<file path="config.mk">
export PLATFORM = sky130hd
export DESIGN_NAME = time_editor
export DESIGN_NICKNAME = d
export VERILOG_FILES = /design/src/rtl/alarm_pkg.sv /design/src/rtl/btn_edge.sv /design/src/rtl/time_editor.sv
export SDC_FILE = /design/constraint.sdc
export NUM_CORES = 1
export LEC_CHECK = 0
export ABC_AREA = 0
export BUFFER_PORTS_ARGS = -buffer_cell sky130_fd_sc_hd__clkbuf_2
export CORE_ASPECT_RATIO = 1.2
export CORE_MARGIN = 4
export CORE_UTILIZATION = 35
export CTS_CLUSTER_DIAMETER = 40
export DETAILED_ROUTE_END_ITERATION = 8
export GPL_TIMING_DRIVEN = 0
export SYNTH_ARGS = -nofsm -noshare
export SYNTH_HDL_FRONTEND = slang
export SYNTH_SLANG_ARGS = --single-unit
</file>
<file path="constraint.sdc">
create_clock -name clk -period 2.7 [get_ports clk]
set_clock_uncertainty 0.15 [all_clocks]
set_input_delay 0.27 -clock clk [delete_from_list [all_inputs] [get_ports clk]]
set_output_delay 0.27 -clock clk [all_outputs]
set_load 0.05 [all_outputs]
</file>
<file path="src/rtl/alarm_pkg.sv">
// Shared definitions for the time editor: FSM states, BCD digit limits and field offsets,
// plus the single-digit step helper used by the editor datapath.
package alarm_pkg;

    typedef enum logic [1:0] {
        ST_IDLE   = 2'd0,
        ST_EDIT   = 2'd1,
        ST_COMMIT = 2'd2
    } state_e;

    localparam logic [3:0] MIN_UNITS_MAX    = 4'd9;
    localparam logic [3:0] MIN_TENS_MAX     = 4'd5;
    localparam logic [3:0] HR_TENS_MAX      = 4'd2;
    localparam logic [3:0] HR_UNITS_MAX_20S = 4'd3;

    localparam int MIN_UNITS_LSB = 0;
    localparam int MIN_TENS_LSB  = 4;
    localparam int HR_UNITS_LSB  = 8;
    localparam int HR_TENS_LSB   = 12;

    function automatic logic [3:0] wrap_step(input logic [3:0] d,
                                             input logic [3:0] max_v,
                                             input logic       inc);
        if (inc)
            return (d >= max_v) ? 4'd0 : d + 4'd1;
        else
            return (d == 4'd0) ? max_v : d - 4'd1;
    endfunction

    // Steps one digit (idx 0..3 = min units .. hr tens); moving hr tens onto 2 clamps hr units to 3.
    function automatic logic [15:0] step_time(input logic [15:0] t,
                                              input logic [1:0]  idx,
                                              input logic        inc);
        logic [3:0]  mu;
        logic [3:0]  mt;
        logic [3:0]  hu;
        logic [3:0]  ht;
        logic [3:0]  hu_max;
        logic [15:0] r;
        mu     = t[MIN_UNITS_LSB +: 4];
        mt     = t[MIN_TENS_LSB  +: 4];
        hu     = t[HR_UNITS_LSB  +: 4];
        ht     = t[HR_TENS_LSB   +: 4];
        hu_max = (ht == HR_TENS_MAX) ? HR_UNITS_MAX_20S : MIN_UNITS_MAX;
        case (idx)
            2'd0: mu = wrap_step(mu, MIN_UNITS_MAX, inc);
            2'd1: mt = wrap_step(mt, MIN_TENS_MAX, inc);
            2'd2: hu = wrap_step(hu, hu_max, inc);
            default: begin
                ht = wrap_step(ht, HR_TENS_MAX, inc);
                if (ht == HR_TENS_MAX && hu > HR_UNITS_MAX_20S)
                    hu = HR_UNITS_MAX_20S;
            end
        endcase
        r = '0;
        r[MIN_UNITS_LSB +: 4] = mu;
        r[MIN_TENS_LSB  +: 4] = mt;
        r[HR_UNITS_LSB  +: 4] = hu;
        r[HR_TENS_LSB   +: 4] = ht;
        return r;
    endfunction

endpackage

</file>
<file path="src/rtl/btn_edge.sv">
// Rising-edge detector: registers the previous button level and flags a low-to-high change.
module btn_edge (
    input  logic clk,
    input  logic resetn,
    input  logic btn,
    output logic rise
);

    logic prev_q;

    always_ff @(posedge clk or negedge resetn) begin
        if (!resetn)
            prev_q <= 1'b0;
        else
            prev_q <= btn;
    end

    assign rise = btn & ~prev_q;

endmodule

</file>
<file path="src/rtl/time_editor.sv">
// Clock-time editor: captures time_in, lets up/down buttons step one BCD digit, then pulses commit.
// Define TIME_EDITOR_AUTOREPEAT_EN to add hold-to-repeat stepping (REPEAT_DELAY / REPEAT_RATE).
module time_editor
    import alarm_pkg::*;
#(
    parameter int REPEAT_DELAY = 32,
    parameter int REPEAT_RATE  = 8
) (
    input  logic        clk,
    input  logic        resetn,
    input  logic        active,
    input  logic [7:0]  sel,
    input  logic        up,
    input  logic        down,
    input  logic [15:0] time_in,
    output logic [15:0] edit_time,
    output logic        editing,
    output logic        commit
);

    state_e      state_q, state_d;
    logic [15:0] edit_q, edit_d;
    logic        up_rise, dn_rise;
    logic        up_rpt, dn_rpt;
    logic        up_req, dn_req;
    logic        sel_ok;
    logic [1:0]  sel_idx;
    logic        unused_sel;

    assign unused_sel = ^sel[7:4];

    btn_edge u_up_edge (
        .clk    (clk),
        .resetn (resetn),
        .btn    (up),
        .rise   (up_rise)
    );

    btn_edge u_dn_edge (
        .clk    (clk),
        .resetn (resetn),
        .btn    (down),
        .rise   (dn_rise)
    );

    always_comb begin
        sel_ok  = 1'b1;
        sel_idx = 2'd0;
        case (sel[3:0])
            4'b0001: sel_idx = 2'd0;
            4'b0010: sel_idx = 2'd1;
            4'b0100: sel_idx = 2'd2;
            4'b1000: sel_idx = 2'd3;
            default: sel_ok  = 1'b0;
        endcase
    end

`ifdef TIME_EDITOR_AUTOREPEAT_EN
    localparam int CNT_W = $clog2(REPEAT_DELAY + 1);

    logic [CNT_W-1:0] rpt_cnt_q, rpt_cnt_d;
    logic             rpt_fire;

    // Counts cycles since the edge of the single held button; after the first repeat
    // the count is rewound so the next match lands REPEAT_RATE cycles later.
    always_comb begin
        rpt_cnt_d = '0;
        rpt_fire  = 1'b0;
        if (state_q == ST_EDIT && (up ^ down)) begin
            if (up_rise | dn_rise) begin
                rpt_cnt_d = CNT_W'(1);
            end else if (rpt_cnt_q == CNT_W'(REPEAT_DELAY)) begin
                rpt_fire  = 1'b1;
                rpt_cnt_d = CNT_W'(REPEAT_DELAY - REPEAT_RATE + 1);
            end else begin
                rpt_cnt_d = rpt_cnt_q + 1'b1;
            end
        end
    end

    always_ff @(posedge clk or negedge resetn) begin
        if (!resetn)
            rpt_cnt_q <= '0;
        else
            rpt_cnt_q <= rpt_cnt_d;
    end

    assign up_rpt = rpt_fire & up;
    assign dn_rpt = rpt_fire & down;
`else
    localparam int unused_repeat_cfg = REPEAT_DELAY + REPEAT_RATE;

    assign up_rpt = 1'b0;
    assign dn_rpt = 1'b0;
`endif

    assign up_req = up_rise | up_rpt;
    assign dn_req = dn_rise | dn_rpt;

    always_comb begin
        state_d = state_q;
        edit_d  = edit_q;
        case (state_q)
            ST_IDLE: begin
                if (active) begin
                    edit_d  = time_in;
                    state_d = ST_EDIT;
                end
            end
            ST_EDIT: begin
                if (!active)
                    state_d = ST_COMMIT;
                else if (sel_ok && (up_req ^ dn_req))
                    edit_d = step_time(edit_q, sel_idx, up_req);
            end
            ST_COMMIT: state_d = ST_IDLE;
            default:   state_d = ST_IDLE;
        endcase
    end

    always_ff @(posedge clk or negedge resetn) begin
        if (!resetn) begin
            state_q <= ST_IDLE;
            edit_q  <= 16'h0000;
        end else begin
            state_q <= state_d;
            edit_q  <= edit_d;
        end
    end

    assign edit_time = edit_q;
    assign editing   = (state_q == ST_EDIT);
    assign commit    = (state_q == ST_COMMIT);

endmodule

</file>
Word-level counts from Yosys, hierarchy flattened
Cells that the tools add are included.
{ "op_classes": {"n_eq_ne": 19, "mux": 31, "addsub": 8, "n_reduce_logical": 17, "n_bitwise": 5, "n_lt_le_gt_ge": 5} }
{ "op_table": {"columns": ["cell", "n"], "rows": [
  ["$mux W4", 21],
  ["$mux W16", 3],
  ["$pmux W16 S2", 1],
  ["$add A4 B1 Y4 const B", 4],
  ["$logic_not A4 Y1", 4],
  ["$sub A4 B1 Y4 const B", 4],
  ["$reduce_and A5 Y1", 3],
  ["$eq A4 B2 Y1 const B", 3],
  ["$ne A2 B2 Y1 const B", 5],
  ["$pmux W4 S2", 1],
  ["$ne A2 B1 Y1 const B", 3],
  ["$pmux W2 S3", 1],
  ["$reduce_and A6 Y1", 1],
  ["$eq A2 B1 Y1 const B", 2],
  ["$eq A2 B2 Y1 const B", 2],
  ["$eq A4 B1 Y1 const B", 1],
  ["$eq A4 B3 Y1 const B", 1],
  ["$eq A4 B4 Y1 const B", 1],
  ["$ge A4 B2 Y1 const B", 1],
  ["$ge A4 B3 Y1 const B", 1],
  ["$ge A4 B4 Y1", 1],
  ["$ge A4 B4 Y1 const B", 1],
  ["$gt A4 B2 Y1 const B", 1],
  ["$logic_not A2 Y1", 2],
  ["other kinds (13)", 17]
]} }
{ "word_totals": {"elab_cells": 92, "reg_bits": 20, "output_inout_bits": 18} }

Longest topological paths before layout
Gate-level depths: netlist (run 1).
{ "depth": {"ltp_word": 15, "mapped_depth": 10, "ltp_nobuf": 10} }

By module
Synthesis (run 1) repeated with hierarchy kept, for this count alone.
{ "hier_totals": {"hier_cells": 206, "hier_area_um2": 1839.3} }
{ "by_module_without_submodules": {"columns": ["mod", "cells_per_inst", "instances", "seq_area_each_um2", "area_each_um2"], "rows": [
  ["time_editor", 202, 1, 450.4, 1761.7],
  ["btn_edge", 2, 2, 25.0, 38.8]
]} }

Worst setup path before layout (run 1)
No wires, ideal clock.
{ "synth_timing": {"path_kind": "register to register", "start": "reg edit_q[12], in the netlist edit_time[12]", "end": "reg edit_q[11], in the netlist edit_time[11]", "stages_incl_launch_ff": 10, "arrival_ns": 2.450, "period_less_slack_ns": 2.686, "slack_ns": 0.014, "required_ns": 2.463, "n_path_buf": 0, "path_cell_list": "dfrtp_1 inv_1 ha_1 nand2_1 ha_1 a211o_1 a211oi_1 nand2_1 o31a_1 o211ai_1"} }
{ "synth_between": {"elab_chain_cells": 11, "word_cells_on_any_way": 25, "cone_classes": "add/sub (2); order compare (2); eq/ne (3); mux (15); reduce/logical (3)"} }
{ "synth_lines": {"columns": ["element", "line_no", "rtl"], "rows": [
  ["from (decl)", "time_editor.sv:22", "logic [15:0] edit_q, edit_d;"],
  ["from (signal assigned)", "time_editor.sv:127", "edit_q <= edit_d;"],
  ["$sub A4 B1 Y4, or another cell as far along", "alarm_pkg.sv:27", "return (d == 4'd0) ? max_v : d - 4'd1;"],
  ["$mux W4, on equally long branches", "alarm_pkg.sv:27, alarm_pkg.sv:25", null],
  ["$mux W4", "alarm_pkg.sv:24", "if (inc)"],
  ["$mux W4", "alarm_pkg.sv:45", "case (idx)"],
  ["$mux W4", "time_editor.sv:113", "else if (sel_ok && (up_req ^ dn_req))"],
  ["$mux W4", "time_editor.sv:111", "if (!active)"],
  ["$mux W4", "time_editor.sv:103", "case (state_q)"],
  ["$eq A4 B2 Y1", "alarm_pkg.sv:51", "if (ht == HR_TENS_MAX && hu > HR_UNITS_MAX_20S)"],
  ["$logic_and A1 B1 Y1", "alarm_pkg.sv:51", null],
  ["$ne A3 B1 Y1 (no line)", null, null],
  ["$reduce_and A6 Y1 (no line)", null, null]
]} }
Several ways; a longest one is shown, not always the timed one. The select of a mux whose other input is x is not followed.
A chain may end at the register's enable or synchronous reset.

Final worst setup path (run 1)
Same ends and word-level chain as after synthesis.

==> results of run 1 <==
[layer usage]
metal / up-vias / track usage [%] / share of wire [%]
met5: - / 0 / 0
met4: 0 / 3.40 / 0.61
met3: 2 / 1.72 / 3.5
met2: 42 / 26.7 / 51
met1: 880 / 18.8 / 45
li1: 918 / - / -
[through the flow]
| stage | power, mW | setup WS, ns | std cells |
|---|---|---|---|
| floorplan | 1.46 | 0.0137 | 221 |
| global placement | 1.74 | 0.0836 | 323 |
| detailed placement | 1.75 | 0.0811 | 323 |
| CTS | 2.00 | 0.0537 | 330 |
| global route | 2.16 | 0.000891 | 330 |
| finish | 2.00 | 0.169 | 330 |
[worst max-delay path: cells and delay by family (launching register included)]
family                     cells  cell delay [ns]
AOI/OAI and AO/OA              4             1.02
adders and majority gates      2             0.48
buffers and inverters          1             0.10
DFF                            1             0.46
and+or+nand+nor                2             0.24
[final timing paths]
| path | start | to | slack (ns) | cells past startpoint |
|---|---|---|---|---|
| worst min-delay path | active | state_q[1]$_DFFE_PN0P_ | 0.007 | 2 |
| min in group asynchronous | resetn | u_dn_edge.prev_q$_DFF_PN0_ | 0.37 | 2 |
| worst min register to register | state_q[1]$_DFFE_PN0P_ | state_q[0]$_DFFE_PN0P_ | 0.36 | 1 |
| worst max register to register | edit_time[12]$_DFFE_PN0P_ | edit_time[11]$_DFFE_PN0P_ | 0.17 | 9 |
| max in group asynchronous | resetn | edit_time[12]$_DFFE_PN0P_ | 1.64 | 2 |
| worst max-delay path | edit_time[12]$_DFFE_PN0P_ | edit_time[11]$_DFFE_PN0P_ | 0.17 | 9 |
[report_power, final]
group | leakage [nW] | switching (mW) | internal (mW)
logic | 0.728 | 0.804 | 0.419
clock network | 0.0288 | 0.111 | 0.130
registers | 0.236 | 0.145 | 0.390
total | 0.993 | 1.06 | 0.938
[final cells by class]
| class | instances | share of cell area (%) |
|---|---|---|
| multi-input cells | 176 | 56.0 |
| clock buffers | 4 | 2.47 |
| well taps | 60 | 3.37 |
| flip-flops and latches | 20 | 22.5 |
| inverters | 15 | 2.53 |
| repair buffers | 45 | 10.8 |
| plain buffers | 10 | 2.36 |
[synth_stat cells (4+ instances only)]
| cell | instances | area (µm²) |
|---|---|---|
| a21oi_1 | 14 | 70.1 |
| dfrtp_1 | 20 | 500 |
| nor2b_1 | 4 | 25.0 |
| nor2_1 | 19 | 71.3 |
| nand2_1 | 22 | 82.6 |
| o211ai_1 | 7 | 52.6 |
| o21ai_0 | 21 | 105 |
| a32oi_1 | 4 | 35.0 |
| clkbuf_1 | 8 | 30.0 |
| o31ai_1 | 4 | 30.0 |
| mux2i_1 | 4 | 40.0 |
| ha_1 | 15 | 188 |
| nand2b_1 | 4 | 25.0 |
| inv_1 | 15 | 56.3 |
[flip-flops by register name (all words and copies together), names as in the netlist]
signal / cells
u_dn_edge.prev_q: 1
state_q: 2
u_up_edge.prev_q: 1
edit_time: 16
[placed cells by master (no fill, tap or decap), drive strengths merged, types with 2 or more instances in the layout]
master / Yosys / final
nand3: 2 / 2
nor3: 2 / 2
buf: 2 / 2
a31oi: 4 / 4
a32oi: 4 / 4
and2b: 2 / 2
nand4: 2 / 2
mux2: 5 / 5
o21ai: 21 / 21
nor4: 2 / 2
nor2: 20 / 20
o211ai: 7 / 7
a21oi: 16 / 16
ha: 15 / 15
nand2: 23 / 23
clkbuf: 8 / 54
o22ai: 2 / 2
mux2i: 4 / 4
a21o: 2 / 2
nor2b: 4 / 4
nor4b: 3 / 3
a311o: 3 / 3
o31ai: 4 / 4
a211oi: 3 / 3
inv: 15 / 15
o221ai: 2 / 2
or3: 3 / 3
dfrtp: 20 / 20
dlygate4sd3: 0 / 3
a211o: 2 / 2
nand2b: 5 / 5
[logic make-up after synthesis]
kind of cell	count (synthesis)	share of synthesized area (%)
fa+ha+maj	15	10.1
flops	20	27.0
simple gates	73	21.7
buf+inv	25	5.88
xor+xnor	2	0.947
mux	9	5.41
compound gates	77	28.9
[what timing repair did]
action | in CTS | in global routing
hold endpoints to repair | 22 | 0
gates resized for setup | 0 | 3
setup endpoints to repair | 0 | 3
hold buffers | 3 | 0
==> reports/results.tsv, run 1 <==
metric	value	unit
Critical Path Fanout Max	5	
clock root cell	clkbuf_8	
number of max-cap violations	0	
H-tree Lvls	1	
Peak Freq	395	MHz
final-stage net count	315	
Worst EP arrival	2.56	ns
Post-Syn Area	0.00185	mm²
final hold violation count	0	
status	completed	
clock sink total	20	
vias in the first global route	1717	
Hold Crit Class	in2reg	
Core Util, Final	44.5	%
Syn Inst Count	221	
Mapped Nets	265	
num ports	47	
clock buffer depth	2	
crit path max-delay cell type	dfrtp_2	
kind of critical path	reg2reg	
worst-margin pin slew	0.549	ns
Post-CTS Setup Bufs	0	
crit path cell chain	inv_2 -> ha_1 -> nand2_1 -> ha_1 -> a211o_1 -> a211oi_2 -> nand2_1 -> o31a_1 -> o211ai_1	
YS warnings	0	
fraction of the cycle the final worst path needs	93.7	%
post-route cell area	0.00223	mm²
die area	0.00652	mm²
syn_area_per_cell	8.37	µm²
register bit count reported by yosys	20	
Req. time, crit path	2.73	ns
top_reg_cell synth	dfrtp_1	
Clock transition at path regs	0.09	ns
Pleak	0.993	nW
Rel. slew slack	63.4	%
worst hold slack	0.00741	ns
RSZ-0062 raised after global routing	false	
largest net degree at the start of global routing	21	
multi-input logic area	0.00125	mm²
Avg Vias per Cell	5.58	
CP endpoint kind	flip-flop	
DRC	0	
Port Buffers	42	
share of layout cells above drive strength 1	25.6	%
via count	1842	
total grt overflow	0	
sequential share of the synthesized area	27.0	%
clock buffer count from CTS	3	
setup_tns	0	ns
CTS tree	done	
PwrDens	897	mW/mm²
First DRT Iteration DRCs	166	
Starting Density	36.9	%
Antenna Nets Post-Route	0	
Antenna diodes	0	
endpoints failing setup	0	
DP Wirelength	3670	µm
CP Launch Type	flip-flop	
post-DR wirelength/cell	14.3	µm
DRT Pass-1 Iters	4	
first-pass GRT wire length	7760	µm
max incr delay on CP	0.46	ns
final wirelength	4730	µm
worst vdd ir	0.000437	V
area post-placement	0.00214	mm²
chip height	87.7	µm
Tmin final	2.53	ns
sequential cell area	502	µm²
chip width	74.4	µm
total global-route track usage	14.9	%
global placer's final weighted congestion	0.864	
Area Growth Syn to Fin	20.4	%
EDFF count, synth	0	
FILL cells	515	
Async SR Flop Fraction	100	%
Rows	28	
initial antenna violation count	0	
Max Slew Vio Count	0	
Synth cell types	55	
Core Region	0.00501	mm²
worst skew pair latency	0.26	ns
Power figures use the tool's default switching activity.
==> run 2: changes to the inputs <==
- ABC_AREA: 0 -> 1
==> run 2 against run 1 <==
Hold slack improved by 0.0027 ns. Critical endpoint is now edit_time[8]$_DFFE_PN0P_. Critical path type unchanged. First-iteration DRC count fell by 49%. Synthesized cell count rose by 24%. Setup slack improved by 0.25 ns.
==> reports/results.tsv, run 2 <==
metric	value	unit	change
# resized after CTS	0		unchanged
DRC	0		unchanged
Pleak	1.21	nW	+22%
endpoints failing setup	0		unchanged
EDFF count, synth	0		unchanged
FILL cells	545		+5.8%
area post-placement	0.00217	mm²	+1.8%
total grt overflow	0		unchanged
clock buffer depth	2		unchanged
chip width	75.0	µm	+0.87%
final-stage net count	368		+17%
Syn Inst Count	275		+24%
Synth cell types	27		-51%
most frequent cell after synthesis	nand2_1		
Mapped Nets	319		+20%
post-DR wirelength/cell	12.5	µm	-13%
Area Growth Syn to Fin	18.5	%	
Clock transition at path regs	0.08	ns	about the same
First DRT Iteration DRCs	85		-49%
global placer's final weighted congestion	0.853		-1.3%
RSZ-0062 raised after global routing	false		
share of layout cells above drive strength 1	20.5	%	-5.1 points
Post-Syn Area	0.00189	mm²	+2.0%
Peak Freq	439	MHz	+11%
Crit path top cell by count	nand2_1		
Reg2Reg Setup Slack	0.42	ns	+0.25 ns
Antenna diodes	0		unchanged
clock buffer count from CTS	3		unchanged
main area contributors after synthesis	dfrtp_1 27%, nand2_1 17%, ha_1 9.9%		
number of cells on the worst hold path	1		-1
sequential cell area	500	µm²	-0.25%
Hold Crit Class	in2reg		
max incr delay on CP	0.40	ns	-0.06 ns
Req. time, crit path	2.76	ns	+0.03 ns
crit path max-delay cell type	dfrtp_1		
num ports	47		unchanged
first-pass GRT wire length	8180	µm	+5.4%
Power Total	1.75	mW	-13%
top cell type's share of synthesized area	26.5	%	-0.52 points
fraction of the cycle the final worst path needs	84.3	%	-9.4 points
hold path start	up		
crit path cell chain	inv_1 -> ha_1 -> nand2_1 -> ha_1 -> nand2_1 -> nand2_1 -> a21oi_1 -> nand2_1 -> nand3_1 -> o21ai_0 -> inv_1 -> nand3_1 -> nand2_1		
max reg flops	16		unchanged
commonest cells after routing, fill and taps aside	83 x nand2_1, 42 x clkbuf_2, 30 x inv_1		
die area	0.00663	mm²	+1.8%
PwrDens	781	mW/mm²	-13%
Rows	29		+3.6%
hold endpoint	u_up_edge.prev_q$_DFF_PN0_		
clock root cell	clkbuf_8		
number of max-cap violations	0		unchanged
initial antenna violation count	0		unchanged
YS warnings	0		unchanged
most common cell after layout, fill and taps aside	nand2_1		
clock sink total	20		unchanged
syn_area_per_cell	6.86	µm²	-18%
worst-margin pin slew	0.563	ns	+0.0138 ns
largest area contributor in the netlist	dfrtp_1		
CP endpoint kind	flip-flop		
CP Launch Type	flip-flop		
Rel. slew slack	62.5	%	-0.92 points
Starting Density	35.9	%	-1.1 points
setup_tns	0	ns	unchanged
Antenna Nets Post-Route	0		unchanged
largest net degree at the start of global routing	21		unchanged
sequential share of the synthesized area	26.5	%	-0.52 points
post-route cell area	0.00224	mm²	+0.39%
via count	1862		+1.1%
Max Slew Vio Count	0		unchanged
worst skew pair latency	0.26	ns	about the same
Worst EP arrival	2.33	ns	-0.23 ns
final hold violation count	0		unchanged
H-tree Lvls	1		unchanged
Port Buffers	42		unchanged
reg2reg end	edit_time[8]$_DFFE_PN0P_		
Async SR Flop Fraction	100	%	unchanged
top_reg_cell synth	dfrtp_1		
multi-input logic area	0.00120	mm²	-3.4%
Crit Reg-Reg Startpoint	edit_time[12]$_DFFE_PN0P_		
register bit count reported by yosys	20		unchanged
Commonest cells post-synth	83 x nand2_1, 30 x inv_1, 29 x nand3_1, 23 x nor2_1, 20 x dfrtp_1		
r2r worst-path depth	13		+4
worst vdd ir	0.000343	V	-21%
vias in the first global route	1820		+6.0%
DRT Pass-1 Iters	4		unchanged
DP Wirelength	3640	µm	-0.87%
total global-route track usage	15.9	%	+1.0 points
status	completed		
Avg Vias per Cell	4.85		-13%
final wirelength	4800	µm	+1.7%
kind of critical path	reg2reg		
CTS tree	done		
Core Region	0.00526	mm²	+5.0%
Critical Path Fanout Max	8		+3
Tmin final	2.28	ns	-0.254 ns
chip height	88.4	µm	+0.89%
-- run 2: metal layers --
metal  routed length (µm)  GRT usage [%]  vias to the layer above
met3                  206           1.93                        8
met1                 2080           20.1                      829
met2                 2440           27.4                       43
met4                   76           5.99                        0
li1                     -              -                      982
met5                    0              0                        -
-- run 2: layout make-up --
class,count,share of cell area (%)
Clock buffer,3,1.85
Sequential cell,20,22.4
Tap cell,62,3.47
Timing Repair Buffer,44,10.3
Multi-Input combinational cell,216,53.8
Inverter,35,7.05
Buffer,4,1.12
-- run 2: worst max path at each step --
stage                     slack, ns                 startpoint  cells after the start                         to
after global placement         0.48  edit_time[12]$_DFFE_PN0P_                     13  edit_time[10]$_DFFE_PN0P_
after floorplan                0.37  edit_time[12]$_DFFE_PN0P_                     12  edit_time[10]$_DFFE_PN0P_
after CTS                      0.42  edit_time[12]$_DFFE_PN0P_                     13   edit_time[8]$_DFFE_PN0P_
final                          0.42  edit_time[12]$_DFFE_PN0P_                     13   edit_time[8]$_DFFE_PN0P_
after detailed placement       0.45  edit_time[12]$_DFFE_PN0P_                     13   edit_time[8]$_DFFE_PN0P_
after global routing           0.17  edit_time[12]$_DFFE_PN0P_                     13  edit_time[10]$_DFFE_PN0P_
-- run 2: critical path: cells and delay by family (launching register included) --
kind,cells,cell delay [ns]
AO/OA/AOI/OAI,2,0.39
adder cells (fa/ha/maj),2,0.49
buffers and inverters,2,0.27
flip-flops,1,0.40
AND/OR/NAND/NOR,7,0.51
-- run 2: timing repair --
item	in CTS	in global routing
hold buffers	2	0
hold endpoints to repair	21	0
buffers inserted	0	0
-- run 2: kinds of logic (layout without fill, tap and decap cells) --
group                    after synthesis  after routing  share of synthesized area [%]
buffers and inverters                 39             86                           9.68
AND/OR/NAND/NOR                      150            150                           35.9
adder cells (fa/ha/maj)               15             15                           9.95
AO/OA/AOI/OAI                         42             42                           13.8
flip-flops                            20             20                           26.5
XOR/XNOR                               9              9                           4.18
-- run 2: report_power, final --
part	total [mW]	internal, mW	switching (mW)
clock network	0.205	0.0997	0.106
logic	1.07	0.330	0.738
registers	0.473	0.373	0.100
total	1.75	0.803	0.944
-- run 2: metrics by stage --
stage,worst slack [ns],cells,utilization [%],hold WS (ns)
floorplan,0.373,275,-,-0.176
global placement,0.482,379,41.3,0.134
detailed placement,0.447,379,41.3,0.144
CTS,0.422,384,42.5,0.00505
global route,0.170,384,42.5,0.00324
finish,0.423,384,42.5,0.0101
